<file path="config.mk">
export PLATFORM = sky130hd
export DESIGN_NAME = mdu_ctrl_flat
export DESIGN_NICKNAME = d
export VERILOG_FILES = /design/src/rtl/mdu_ctrl_pkg.sv /design/src/rtl/mdu_ctrl_if.sv /design/src/rtl/mdu_ctrl_addsub.sv /design/src/rtl/mdu_ctrl.sv /design/src/flat_wrapper.sv
export SDC_FILE = /design/constraint.sdc
export NUM_CORES = 1
export LEC_CHECK = 0
export ABC_AREA = 1
export BUFFER_PORTS_ARGS = -buffer_cell sky130_fd_sc_hd__buf_2
export CAP_MARGIN = 10
export CORE_MARGIN = 10
export CORE_UTILIZATION = 50
export DETAILED_ROUTE_END_ITERATION = 16
export MAX_ROUTING_LAYER = met4
export PLACE_DENSITY = 0.72
export SETUP_SLACK_MARGIN = 0.5
export SLEW_MARGIN = 20
export SYNTH_ARGS = -nofsm -noshare
export SYNTH_HDL_FRONTEND = slang
export SYNTH_SLANG_ARGS = --single-unit
</file>
<file path="constraint.sdc">
create_clock -name i_clk -period 3.1 [get_ports i_clk]
set_input_delay 0.775 -clock i_clk [delete_from_list [all_inputs] [get_ports i_clk]]
set_output_delay 0.775 -clock i_clk [all_outputs]
set_load 0.01 [all_outputs]
</file>
<file path="src/rtl/mdu_ctrl_pkg.sv">
// mdu_pkg: shared types and constants for the HI/LO multiply/divide unit.
//   mdu_op_e    - op codes driven by the execute stage (6-7 reserved)
//   mdu_state_e - sequencer states
//   MDU_WIDTH   - default operand / HI / LO width
//   MDU_LATENCY - busy cycles for a full mult/div (ITER + FIX)
package mdu_pkg;

    localparam int unsigned MDU_WIDTH   = 32;
    localparam int unsigned MDU_LATENCY = MDU_WIDTH + 1;

    typedef enum logic [2:0] {
        OP_MULT  = 3'd0,
        OP_MULTU = 3'd1,
        OP_DIV   = 3'd2,
        OP_DIVU  = 3'd3,
        OP_MTHI  = 3'd4,
        OP_MTLO  = 3'd5
    } mdu_op_e;

    typedef enum logic [1:0] {
        S_IDLE,
        S_ITER,
        S_FIX
    } mdu_state_e;

endpackage

</file>
<file path="src/rtl/mdu_ctrl_if.sv">
// mdu_ctrl_if: execute-stage <-> multiply/divide unit bundle.
//   master: pipeline side (drives start/op/a/b/flush, sees busy/done/hi/lo)
//   slave : the mdu_ctrl block
// Optional macro MDU_DIVZERO_EN adds the divz pulse output.
interface mdu_ctrl_if #(
    parameter int unsigned WIDTH = 32
) ();
    logic             start;
    logic [2:0]       op;
    logic [WIDTH-1:0] a;
    logic [WIDTH-1:0] b;
    logic             flush;
    logic             busy;
    logic             done;
    logic [WIDTH-1:0] hi;
    logic [WIDTH-1:0] lo;
`ifdef MDU_DIVZERO_EN
    logic             divz;

    modport master (output start, op, a, b, flush, input busy, done, hi, lo, divz);
    modport slave  (input start, op, a, b, flush, output busy, done, hi, lo, divz);
`else
    modport master (output start, op, a, b, flush, input busy, done, hi, lo);
    modport slave  (input start, op, a, b, flush, output busy, done, hi, lo);
`endif
endinterface

</file>
<file path="src/rtl/mdu_ctrl_addsub.sv">
// mdu_addsub: (WIDTH+1)-bit adder/subtractor shared by the multiply and divide
// iterations.
//   i_a, i_b : operands
//   i_sub    : 1 = i_a - i_b, 0 = i_a + i_b
//   o_sum    : result
//   o_cout   : carry out (add) / not-borrow (sub)
module mdu_addsub #(
    parameter int unsigned WIDTH = 32
) (
    input  logic [WIDTH:0] i_a,
    input  logic [WIDTH:0] i_b,
    input  logic           i_sub,
    output logic [WIDTH:0] o_sum,
    output logic           o_cout
);
    logic [WIDTH+1:0] w_full;

    // Subtract as a + ~b + 1 so carry out means "no borrow".
    assign w_full = {1'b0, i_a} + {1'b0, (i_sub ? ~i_b : i_b)}
                  + {{(WIDTH+1){1'b0}}, i_sub};
    assign o_sum  = w_full[WIDTH:0];
    assign o_cout = w_full[WIDTH+1];
endmodule

</file>
<file path="src/rtl/mdu_ctrl.sv">
// mdu_ctrl: multi-cycle multiply/divide sequencer owning the HI/LO registers.
//   i_clk   : rising-edge clock
//   i_reset : synchronous active-low reset
//   bus     : mdu_ctrl_if.slave (start/op/a/b/flush in; busy/done/hi/lo out)
// Optional macro MDU_DIVZERO_EN: divide-by-zero short-cut straight to FIX with
// hi=a, lo=all ones, plus a divz pulse alongside done.
module mdu_ctrl
    import mdu_pkg::*;
#(
    parameter int unsigned WIDTH = MDU_WIDTH,
    parameter int unsigned CNT_W = $clog2(WIDTH)
) (
    input  logic        i_clk,
    input  logic        i_reset,
    mdu_ctrl_if.slave   bus
);
    localparam logic [WIDTH-1:0]   ONE_W  = 1;
    localparam logic [2*WIDTH-1:0] ONE_2W = 1;

    function automatic logic [WIDTH-1:0] f_neg(input logic [WIDTH-1:0] v, input logic n);
        return n ? (~v + ONE_W) : v;
    endfunction

    mdu_state_e         r_state, w_state_d;
    logic [CNT_W-1:0]   r_cnt, w_cnt_d;
    logic [2*WIDTH-1:0] r_acc, w_acc_d;   // {upper, lower} = {product hi, multiplier} / {rem, quot}
    logic [WIDTH-1:0]   r_opb, w_opb_d;   // multiplicand / divisor magnitude
    logic [WIDTH-1:0]   r_hi, w_hi_d;
    logic [WIDTH-1:0]   r_lo, w_lo_d;
    logic               r_div, w_div_d;
    logic               r_sa, w_sa_d;
    logic               r_sb, w_sb_d;
    logic               r_done, w_done_d;
`ifdef MDU_DIVZERO_EN
    logic               r_dz, w_dz_d;     // current op is a divide by zero
    logic               r_divz, w_divz_d;
`endif

    mdu_op_e            w_op;
    logic               w_op_sgn, w_op_div;
    logic [WIDTH:0]     w_as_a, w_as_b, w_as_sum;
    logic               w_as_cout;
    logic [2*WIDTH-1:0] w_prod_neg;

    assign w_op     = mdu_op_e'(bus.op);
    assign w_op_sgn = (w_op == OP_MULT) || (w_op == OP_DIV);
    assign w_op_div = (w_op == OP_DIV)  || (w_op == OP_DIVU);

    // Multiply adds into the upper half; divide trial-subtracts from the
    // left-shifted remainder (upper half plus the next quotient bit).
    assign w_as_a = r_div ? r_acc[2*WIDTH-1:WIDTH-1] : {1'b0, r_acc[2*WIDTH-1:WIDTH]};
    assign w_as_b = {1'b0, r_opb};

    mdu_addsub #(.WIDTH(WIDTH)) u_addsub (
        .i_a    (w_as_a),
        .i_b    (w_as_b),
        .i_sub  (r_div),
        .o_sum  (w_as_sum),
        .o_cout (w_as_cout)
    );

    assign w_prod_neg = ~r_acc + ONE_2W;

    always_comb begin
        w_state_d = r_state;
        w_cnt_d   = r_cnt;
        w_acc_d   = r_acc;
        w_opb_d   = r_opb;
        w_hi_d    = r_hi;
        w_lo_d    = r_lo;
        w_div_d   = r_div;
        w_sa_d    = r_sa;
        w_sb_d    = r_sb;
        w_done_d  = 1'b0;
`ifdef MDU_DIVZERO_EN
        w_dz_d    = r_dz;
        w_divz_d  = 1'b0;
`endif
        unique case (r_state)
            S_IDLE: begin
                if (bus.start && !bus.flush) begin
                    case (w_op)
                        OP_MULT, OP_MULTU, OP_DIV, OP_DIVU: begin
                            w_div_d   = w_op_div;
                            w_sa_d    = w_op_sgn & bus.a[WIDTH-1];
                            w_sb_d    = w_op_sgn & bus.b[WIDTH-1];
                            w_opb_d   = f_neg(bus.b, w_op_sgn & bus.b[WIDTH-1]);
                            w_acc_d   = {{WIDTH{1'b0}}, f_neg(bus.a, w_op_sgn & bus.a[WIDTH-1])};
                            w_cnt_d   = '0;
                            w_state_d = S_ITER;
`ifdef MDU_DIVZERO_EN
                            w_dz_d = w_op_div && (bus.b == '0);
                            if (w_op_div && (bus.b == '0)) begin
                                w_acc_d   = {bus.a, {WIDTH{1'b1}}};
                                w_state_d = S_FIX;
                            end
`endif
                        end
                        OP_MTHI: w_hi_d = bus.a;
                        OP_MTLO: w_lo_d = bus.a;
                        default: ;
                    endcase
                end
            end
            S_ITER: begin
                if (bus.flush) begin
                    w_state_d = S_IDLE;
                end else begin
                    if (!r_div) begin
                        // Keep the adder carry as the new MSB before shifting right.
                        w_acc_d = r_acc[0] ? {w_as_sum, r_acc[WIDTH-1:1]}
                                           : {1'b0, r_acc[2*WIDTH-1:1]};
                    end else begin
                        w_acc_d = w_as_cout ? {w_as_sum[WIDTH-1:0], r_acc[WIDTH-2:0], 1'b1}
                                            : {r_acc[2*WIDTH-2:0], 1'b0};
                    end
                    w_cnt_d = r_cnt + CNT_W'(1);
                    if (r_cnt == CNT_W'(WIDTH - 1)) begin
                        w_state_d = S_FIX;
                    end
                end
            end
            S_FIX: begin
                w_state_d = S_IDLE;
                if (!bus.flush) begin
                    w_done_d = 1'b1;
                    if (r_div) begin
                        w_hi_d = f_neg(r_acc[2*WIDTH-1:WIDTH], r_sa);
                        w_lo_d = f_neg(r_acc[WIDTH-1:0], r_sa ^ r_sb);
                    end else begin
                        {w_hi_d, w_lo_d} = (r_sa ^ r_sb) ? w_prod_neg : r_acc;
                    end
`ifdef MDU_DIVZERO_EN
                    if (r_dz) begin
                        {w_hi_d, w_lo_d} = r_acc;
                        w_divz_d         = 1'b1;
                    end
`endif
                end
            end
            default: w_state_d = S_IDLE;
        endcase
    end

    always_ff @(posedge i_clk) begin
        if (!i_reset) begin
            r_state <= S_IDLE;
            r_cnt   <= '0;
            r_acc   <= '0;
            r_opb   <= '0;
            r_hi    <= '0;
            r_lo    <= '0;
            r_div   <= 1'b0;
            r_sa    <= 1'b0;
            r_sb    <= 1'b0;
            r_done  <= 1'b0;
`ifdef MDU_DIVZERO_EN
            r_dz    <= 1'b0;
            r_divz  <= 1'b0;
`endif
        end else begin
            r_state <= w_state_d;
            r_cnt   <= w_cnt_d;
            r_acc   <= w_acc_d;
            r_opb   <= w_opb_d;
            r_hi    <= w_hi_d;
            r_lo    <= w_lo_d;
            r_div   <= w_div_d;
            r_sa    <= w_sa_d;
            r_sb    <= w_sb_d;
            r_done  <= w_done_d;
`ifdef MDU_DIVZERO_EN
            r_dz    <= w_dz_d;
            r_divz  <= w_divz_d;
`endif
        end
    end

    assign bus.busy = (r_state != S_IDLE);
    assign bus.done = r_done;
    assign bus.hi   = r_hi;
    assign bus.lo   = r_lo;
`ifdef MDU_DIVZERO_EN
    assign bus.divz = r_divz;
`endif
endmodule

</file>
<file path="src/flat_wrapper.sv">
// flat-port wrapper written by rule: the top's interface ports become plain ports
module mdu_ctrl_flat import mdu_pkg::*;
#(
    parameter int unsigned WIDTH = MDU_WIDTH,
    parameter int unsigned CNT_W = $clog2(WIDTH)
)
  (i_clk, i_reset, bus_start, bus_op, bus_a, bus_b, bus_flush, bus_busy, bus_done, bus_hi, bus_lo);
  mdu_ctrl_if #(.WIDTH(WIDTH)) bus_i ();
  input  logic i_clk;
  input  logic i_reset;
  input wire logic [$bits(bus_i.start)-1:0] bus_start;
  input wire logic [$bits(bus_i.op)-1:0] bus_op;
  input wire logic [$bits(bus_i.a)-1:0] bus_a;
  input wire logic [$bits(bus_i.b)-1:0] bus_b;
  input wire logic [$bits(bus_i.flush)-1:0] bus_flush;
  output wire logic [$bits(bus_i.busy)-1:0] bus_busy;
  output wire logic [$bits(bus_i.done)-1:0] bus_done;
  output wire logic [$bits(bus_i.hi)-1:0] bus_hi;
  output wire logic [$bits(bus_i.lo)-1:0] bus_lo;
  assign bus_i.start = bus_start;
  assign bus_i.op = bus_op;
  assign bus_i.a = bus_a;
  assign bus_i.b = bus_b;
  assign bus_i.flush = bus_flush;
  assign bus_busy = bus_i.busy;
  assign bus_done = bus_i.done;
  assign bus_hi = bus_i.hi;
  assign bus_lo = bus_i.lo;
  mdu_ctrl #(.WIDTH(WIDTH), .CNT_W(CNT_W)) u_core (.i_clk(i_clk), .i_reset(i_reset), .bus(bus_i));
endmodule
</file>
==> results.toml, run 1 <==
[cells_and_area]
layout-drive-gt1-share = 0.196
fin_area_um2 = 18700
synthToLayoutAreaGrowth_pct = 24.0
layout.cells.most_common_list = "sky130_fd_sc_hd__nand2_1, sky130_fd_sc_hd__nor2_1, sky130_fd_sc_hd__nand3_1"
most_common_cell_after_layout_fill_and_taps_aside = "sky130_fd_sc_hd__nand2_1"
num_antenna_cells = 0
nets = 2852

[setup_path]
critical_path_start_end_classification = "reg2reg"
cp_data_required_time_ns = 3.47
cp-end-kind = "flop"
crit_path_cell_trace = "bufbuf_16, o21ai_4, ha_1, a21oi_1, o21ai_1, inv_1, nand2_1, nand2_2, nand3_4, nand2_4, nand2_8, inv_6, clkbuf_16, nand2_1, nand3_1, nand2_1, a21oi_1"
timing.critical_path.slowest_stage_cell = "sky130_fd_sc_hd__dfxtp_4"
crit_path_start_kind = "flop"
worst_path_most_repeated_cell = "sky130_fd_sc_hd__nand2_1"
r2r_setup_slack_ns = 0.15
critPathArrivalTime_ns = 3.32
worstPathMaxFanout = 13
critical_path.max_stage_delay_ns = 0.49

[yosys]
synth_top_area_share = 0.227
seq_area_frac_synth = 0.227
synthesis.area_um2 = 15100
fraction_of_registers_with_async_set_or_reset_after_synthesis = 0
synthesis.area_per_instance_um2 = 5.88
post_synthesis_cell_type_count = 59
synth.ff_latch_count = 171
mappedNetlistNets = 2678
synthFlopType = "sky130_fd_sc_hd__dfxtp_1"
synthesis.yosys.warnings = 0
synthCells = 2569
synth_edf_count = 0
synth.area.top_cells = "sky130_fd_sc_hd__dfxtp_1, sky130_fd_sc_hd__nand2_1, sky130_fd_sc_hd__o21ai_0"
yosys.area.top_type = "sky130_fd_sc_hd__dfxtp_1"

[die]
fp.coreArea_um2 = 29700
die_y_um = 194
ioPinCount = 137
start_util = 0.508
chipWidth_um = 194
rows = 63
die_area_um2 = 37500

[timing]
slew_violations = 0
layout_worst_path_cycle_share = 0.952
timing.clock.skew_ns = 0.0178
timing.fmax_mhz = 339
final_period_minus_worst_setup_slack_ns = 2.95
holdWs_ns = 0.476
report.final.setup_viol = 0
totalNegativeSetupSlack_ns = 0
rsz0062_at_grt = "true"
slew-limit-headroom = 0.351
report.final.hold_viol_count = 0
tightest_slew_ns = 0.968

[global_routing]
grt_antenna_before_repair = 0
grtUsageTotal = 0.337
gr_layer_usage_met1 = 0.408
top_usage_layer = "met2"
grt_start_max_net_pins = 95
first_global_vias = 17180
global_route.overflow_total = 0
grt_pass1_wl_um = 99100
grt.met2_usage = 0.529
grt_util_met3 = 0.0453

[clocking]
clock_tree.htree_level_count = 4
worst_skew_pair.late_latency_ns = 0.46
cts_hold_buf = 0
clkSlewWorstSetupHoldPaths_ns = 0.08
cts.sinks = 171
cts_tree = "built"
clockBufferDepth = 2
cts-buffers-inserted = 17
cts-root-buf = "sky130_fd_sc_hd__clkbuf_16"

[detailed_routing]
drcViolationCount = 0
drt.antenna.violating_nets = 0
avgRoutedWirePerCell_um = 21.6
vias = 19189
totalWireLength_um = 68000
avgViaCountPerCell = 6.10
first_pass_iters = 6
drtIter0Drc = 2326

[flow_run]
timing.max_cap.violations = 0

[pwr]
power_density_nw_per_um2 = 336
p_leak_nw = 8.42
ir_drop_uv = 387

[outcome]
run_status = "finished clean"

[placed_design]
dp_hpwl_um = 50200
placement.cell_area_um2 = 16600
gpl.final_weighted_congestion = 1.02
portBuffers = 136

[worst_hold_path]
min-delay-path-class = "reg2reg"
[kinds of logic after synthesis]
| logic type | Yosys count | share of synthesized area |
|---|---|---|
| simple gates | 1277 | 0.371 |
| xor+xnor | 74 | 0.0429 |
| fa+ha+maj | 38 | 0.0320 |
| compound gates | 643 | 0.232 |
| buf+inv | 366 | 0.0958 |
| flops | 171 | 0.227 |
[layer usage]
layer,share of wire,wire (µm),up-vias
li1,-,-,8990
met1,0.38,25700,8708
met2,0.46,31200,1253
met3,0.094,6380,238
met4,0.070,4760,0
met5,0,0,-
[path summary, 6_finish.rpt]
kind,from,end,cells after the start
setup / recovery,u_core.r_div,u_core.r_acc[63],17
hold / removal,u_core.r_opb[23],u_core.r_opb[23],2
setup reg to reg,u_core.r_div,u_core.r_acc[63],17
hold reg to reg,u_core.r_opb[23],u_core.r_opb[23],2
[synthesized netlist by cell type (21+ instances only)]
cell type / n
sky130_fd_sc_hd__dfxtp_1: 171
sky130_fd_sc_hd__nand2_1: 589
sky130_fd_sc_hd__xor2_1: 70
sky130_fd_sc_hd__o21ai_1: 21
sky130_fd_sc_hd__clkbuf_1: 85
sky130_fd_sc_hd__nand4_1: 35
sky130_fd_sc_hd__o21ai_0: 266
sky130_fd_sc_hd__ha_1: 37
sky130_fd_sc_hd__a21oi_1: 248
sky130_fd_sc_hd__a31oi_1: 41
sky130_fd_sc_hd__nand3_1: 258
sky130_fd_sc_hd__nor3_1: 37
sky130_fd_sc_hd__nor2_1: 282
sky130_fd_sc_hd__buf_2: 26
sky130_fd_sc_hd__o211ai_1: 22
sky130_fd_sc_hd__inv_1: 217
[state kept, by name (all words and copies together) (netlist names)]
signal,count
u_core.r_div,1
u_core.bus.done,1
u_core.r_state,2
u_core.r_sa,1
u_core.bus.hi,32
u_core.r_sb,1
u_core.r_opb,32
u_core.r_cnt,5
u_core.r_acc,64
u_core.bus.lo,32
[critical path, delay by kind of cell, from the launching register on]
| kind | cells | cell delay, ns |
|---|---|---|
| AOI/OAI and AO/OA | 4 | 0.64 |
| DFF | 1 | 0.49 |
| adders and majority gates | 1 | 0.37 |
| buffers and inverters | 4 | 0.73 |
| and+or+nand+nor | 8 | 0.65 |
[power breakdown]
part	switching (W)	internal, W
Sequential	0.0000890	0.00227
Clock	0.00108	0.00139
Combinational	0.000973	0.000493
Total	0.00214	0.00416
[metrics by stage]
step	setup WS, ns	std cells	utilization	power, W
after global placement	0.142	3059	0.559	0.00369
after CTS	0.233	3105	0.592	0.00615
final	0.148	3146	0.630	0.00629
after detailed placement	0.137	3059	0.559	0.00370
after global routing	0.0167	3146	0.630	0.00649
after floorplan	0.340	2569	-	0.00323
[layout make-up]
type                            count  area, µm²
Multi-Input combinational cell   2032      11100
Fill cell                        2816      11000
Tap cell                          390        488
Inverter                          237        897
Timing Repair Buffer              284       2190
Sequential cell                   171       3430
Clock buffer                       18        429
Clock inverter                     14        223
[timing repair]
item | in CTS | in global routing
gates resized for setup | 47 | 172
pin swaps | 16 | 47
gates cloned | 2 | 11
setup buffers | 12 | 30
endpoints found under the setup margin | 34 | 40
(Power assumes the default switching activity.)
==> run 2, diff against run 1 <==
Settings changed: CORE_UTILIZATION 50 to 56, PLACE_DENSITY 0.72 to 0.79.
==> results.toml, run 2 (same netlist as run 1, synthesis figures left out) <==
[die]
start_util = 0.565
chipWidth_um = 184
die_area_um2 = 33900
ioPinCount = 137
die_y_um = 184
fp.coreArea_um2 = 26700
rows = 60

[placed_design]
dp_hpwl_um = 48600
portBuffers = 136
post-place-ws_ns = 0.156
gpl.final_weighted_congestion = 1.10

[global_routing]
grtUsageTotal = 0.364
grt_antenna_before_repair = 0
first_global_vias = 16950
grt_start_max_net_pins = 94
grt_pass1_wl_um = 94700
global_route.overflow_total = 0

[setup_path]
worst_path_most_repeated_cell = "sky130_fd_sc_hd__nand2_1"
critPathArrivalTime_ns = 3.27
critical_path.max_stage_delay_ns = 0.39
family_with_the_most_delay_on_the_worst_path = "compound AO/OA/AOI/OAI gates"
r2r_setup_slack_ns = 0.21
worstPathMaxFanout = 8
cp_data_required_time_ns = 3.47
crit_path_start_kind = "flop"
critPathBufInv = 2
crit_path_cell_trace = "buf_8, clkbuf_16, o21ai_2, ha_2, a21oi_2, o21ai_1, a21oi_2, nand2_4, nand2_1, nand2_1, nand2_1, nand3_1, a21oi_1, nand2_1, a21oi_2"
timing.critical_path.slowest_stage_cell = "sky130_fd_sc_hd__dfxtp_4"
r2r_cells = 15
critical_path_start_end_classification = "reg2reg"
cp-end-kind = "flop"
rr_startpoint = "u_core.r_div"
r2r_path_end = "u_core.r_acc[50]"

[cells_and_area]
layout-drive-gt1-share = 0.214
regMostFlops = "u_core.r_acc"
most_common_cell_after_layout_fill_and_taps_aside = "sky130_fd_sc_hd__nand2_1"
num_antenna_cells = 0
max_reg_flops = 64
nets = 2833
synthToLayoutAreaGrowth_pct = 24.4
layout.cells.most_common_list = "sky130_fd_sc_hd__nand2_1, sky130_fd_sc_hd__nor2_1, sky130_fd_sc_hd__nand3_1"

[detailed_routing]
avgViaCountPerCell = 6.27
drt.antenna.violating_nets = 0
first_pass_iters = 7
drtIter0Drc = 2469
avgRoutedWirePerCell_um = 21.3
drcViolationCount = 0
totalWireLength_um = 65500
vias = 19297

[clocking]
worst_skew_pair.late_latency_ns = 0.45
clock_tree.htree_level_count = 4
cts-buffers-inserted = 17
cts_hold_buf = 0
cts.sinks = 171
clkSlewWorstSetupHoldPaths_ns = 0.09
clockBufferDepth = 2
cts-root-buf = "sky130_fd_sc_hd__clkbuf_16"
cts_tree = "built"

[timing]
timing.fmax_mhz = 346
totalNegativeSetupSlack_ns = 0
holdWs_ns = 0.484
report.final.setup_viol = 0
slew-limit-headroom = 0.472
rsz0062_at_grt = "true"
tightest_slew_ns = 0.783
layout_worst_path_cycle_share = 0.933
timing.final.ws_setup_ns = 0.207
timing.clock.skew_ns = 0.0161
slew_violations = 0
final_period_minus_worst_setup_slack_ns = 2.89
report.final.hold_viol_count = 0

[pwr]
ir_drop_uv = 320
p_leak_nw = 8.34
power_density_nw_per_um2 = 325

[worst_hold_path]
min-delay-path-class = "reg2reg"
whs_endpoint = "u_core.r_opb[29]"
hold_depth = 2
hp-start = "u_core.r_opb[29]"

[flow_run]
timing.max_cap.violations = 0

[outcome]
run_status = "finished clean"
[run 2: tightest hold or removal path, cell delays in order (launching register included)]
cell and delay [ns]:
sky130_fd_sc_hd__dfxtp_1 0.34, sky130_fd_sc_hd__nand2_1 0.07, sky130_fd_sc_hd__nand2_1 0.04
[run 2: area by class of cell]
class	count	area (µm²)
multi-input combinational	2032	11500
fill	2374	7940
sequential	171	3430
timing repair buffer	265	1930
inverter	237	905
tap	341	427
clock buffer	17	425
clock inverter	15	188
[run 2: timing repair]
| item | 4_1_cts | 5_1_grt |
|---|---|---|
| pin swaps | 12 | 68 |
| cloned | 2 | 6 |
| resized for setup | 86 | 214 |
| endpoints found under the setup margin | 33 | 45 |
| setup buffers | 12 | 17 |
[run 2: where the power goes]
part	switching, W	internal (W)
Clock	0.00117	0.00110
Sequential	0.0000920	0.00227
Combinational	0.000974	0.000486
Total	0.00223	0.00386
[run 2: per-stage QoR]
step           power, W  instance area (µm²)  utilization  std cells
6_report        0.00610                18800        0.703       3078
3_5_place_dp    0.00368                16500        0.617       3009
3_3_place_gp    0.00367                16500        0.617       3009
5_1_grt         0.00630                18800        0.703       3078
2_1_floorplan   0.00323                15300            -       2569
4_1_cts         0.00594                17600        0.659       3055
[run 2: how the worst max path moves through the flow]
stage	end	from	slack, ns	depth (start not counted)
floorplan	u_core.r_acc[35]	u_core.r_div	0.34	19
global placement	u_core.r_acc[61]	u_core.r_div	0.20	14
detailed placement	u_core.r_acc[60]	u_core.r_acc[36]	0.16	15
CTS	u_core.r_acc[47]	u_core.r_div	0.37	16
global route	u_core.r_acc[50]	u_core.r_div	0.11	16
finish	u_core.r_acc[50]	u_core.r_div	0.21	15
[run 2: layer usage]
metal | vias up | global-route usage | part of all wire
met5 | - | - | 0
met4 | 0 | 0.248 | 0.083
met3 | 306 | 0.0514 | 0.093
met2 | 1273 | 0.570 | 0.46
met1 | 8809 | 0.428 | 0.37
li1 | 8909 | - | -
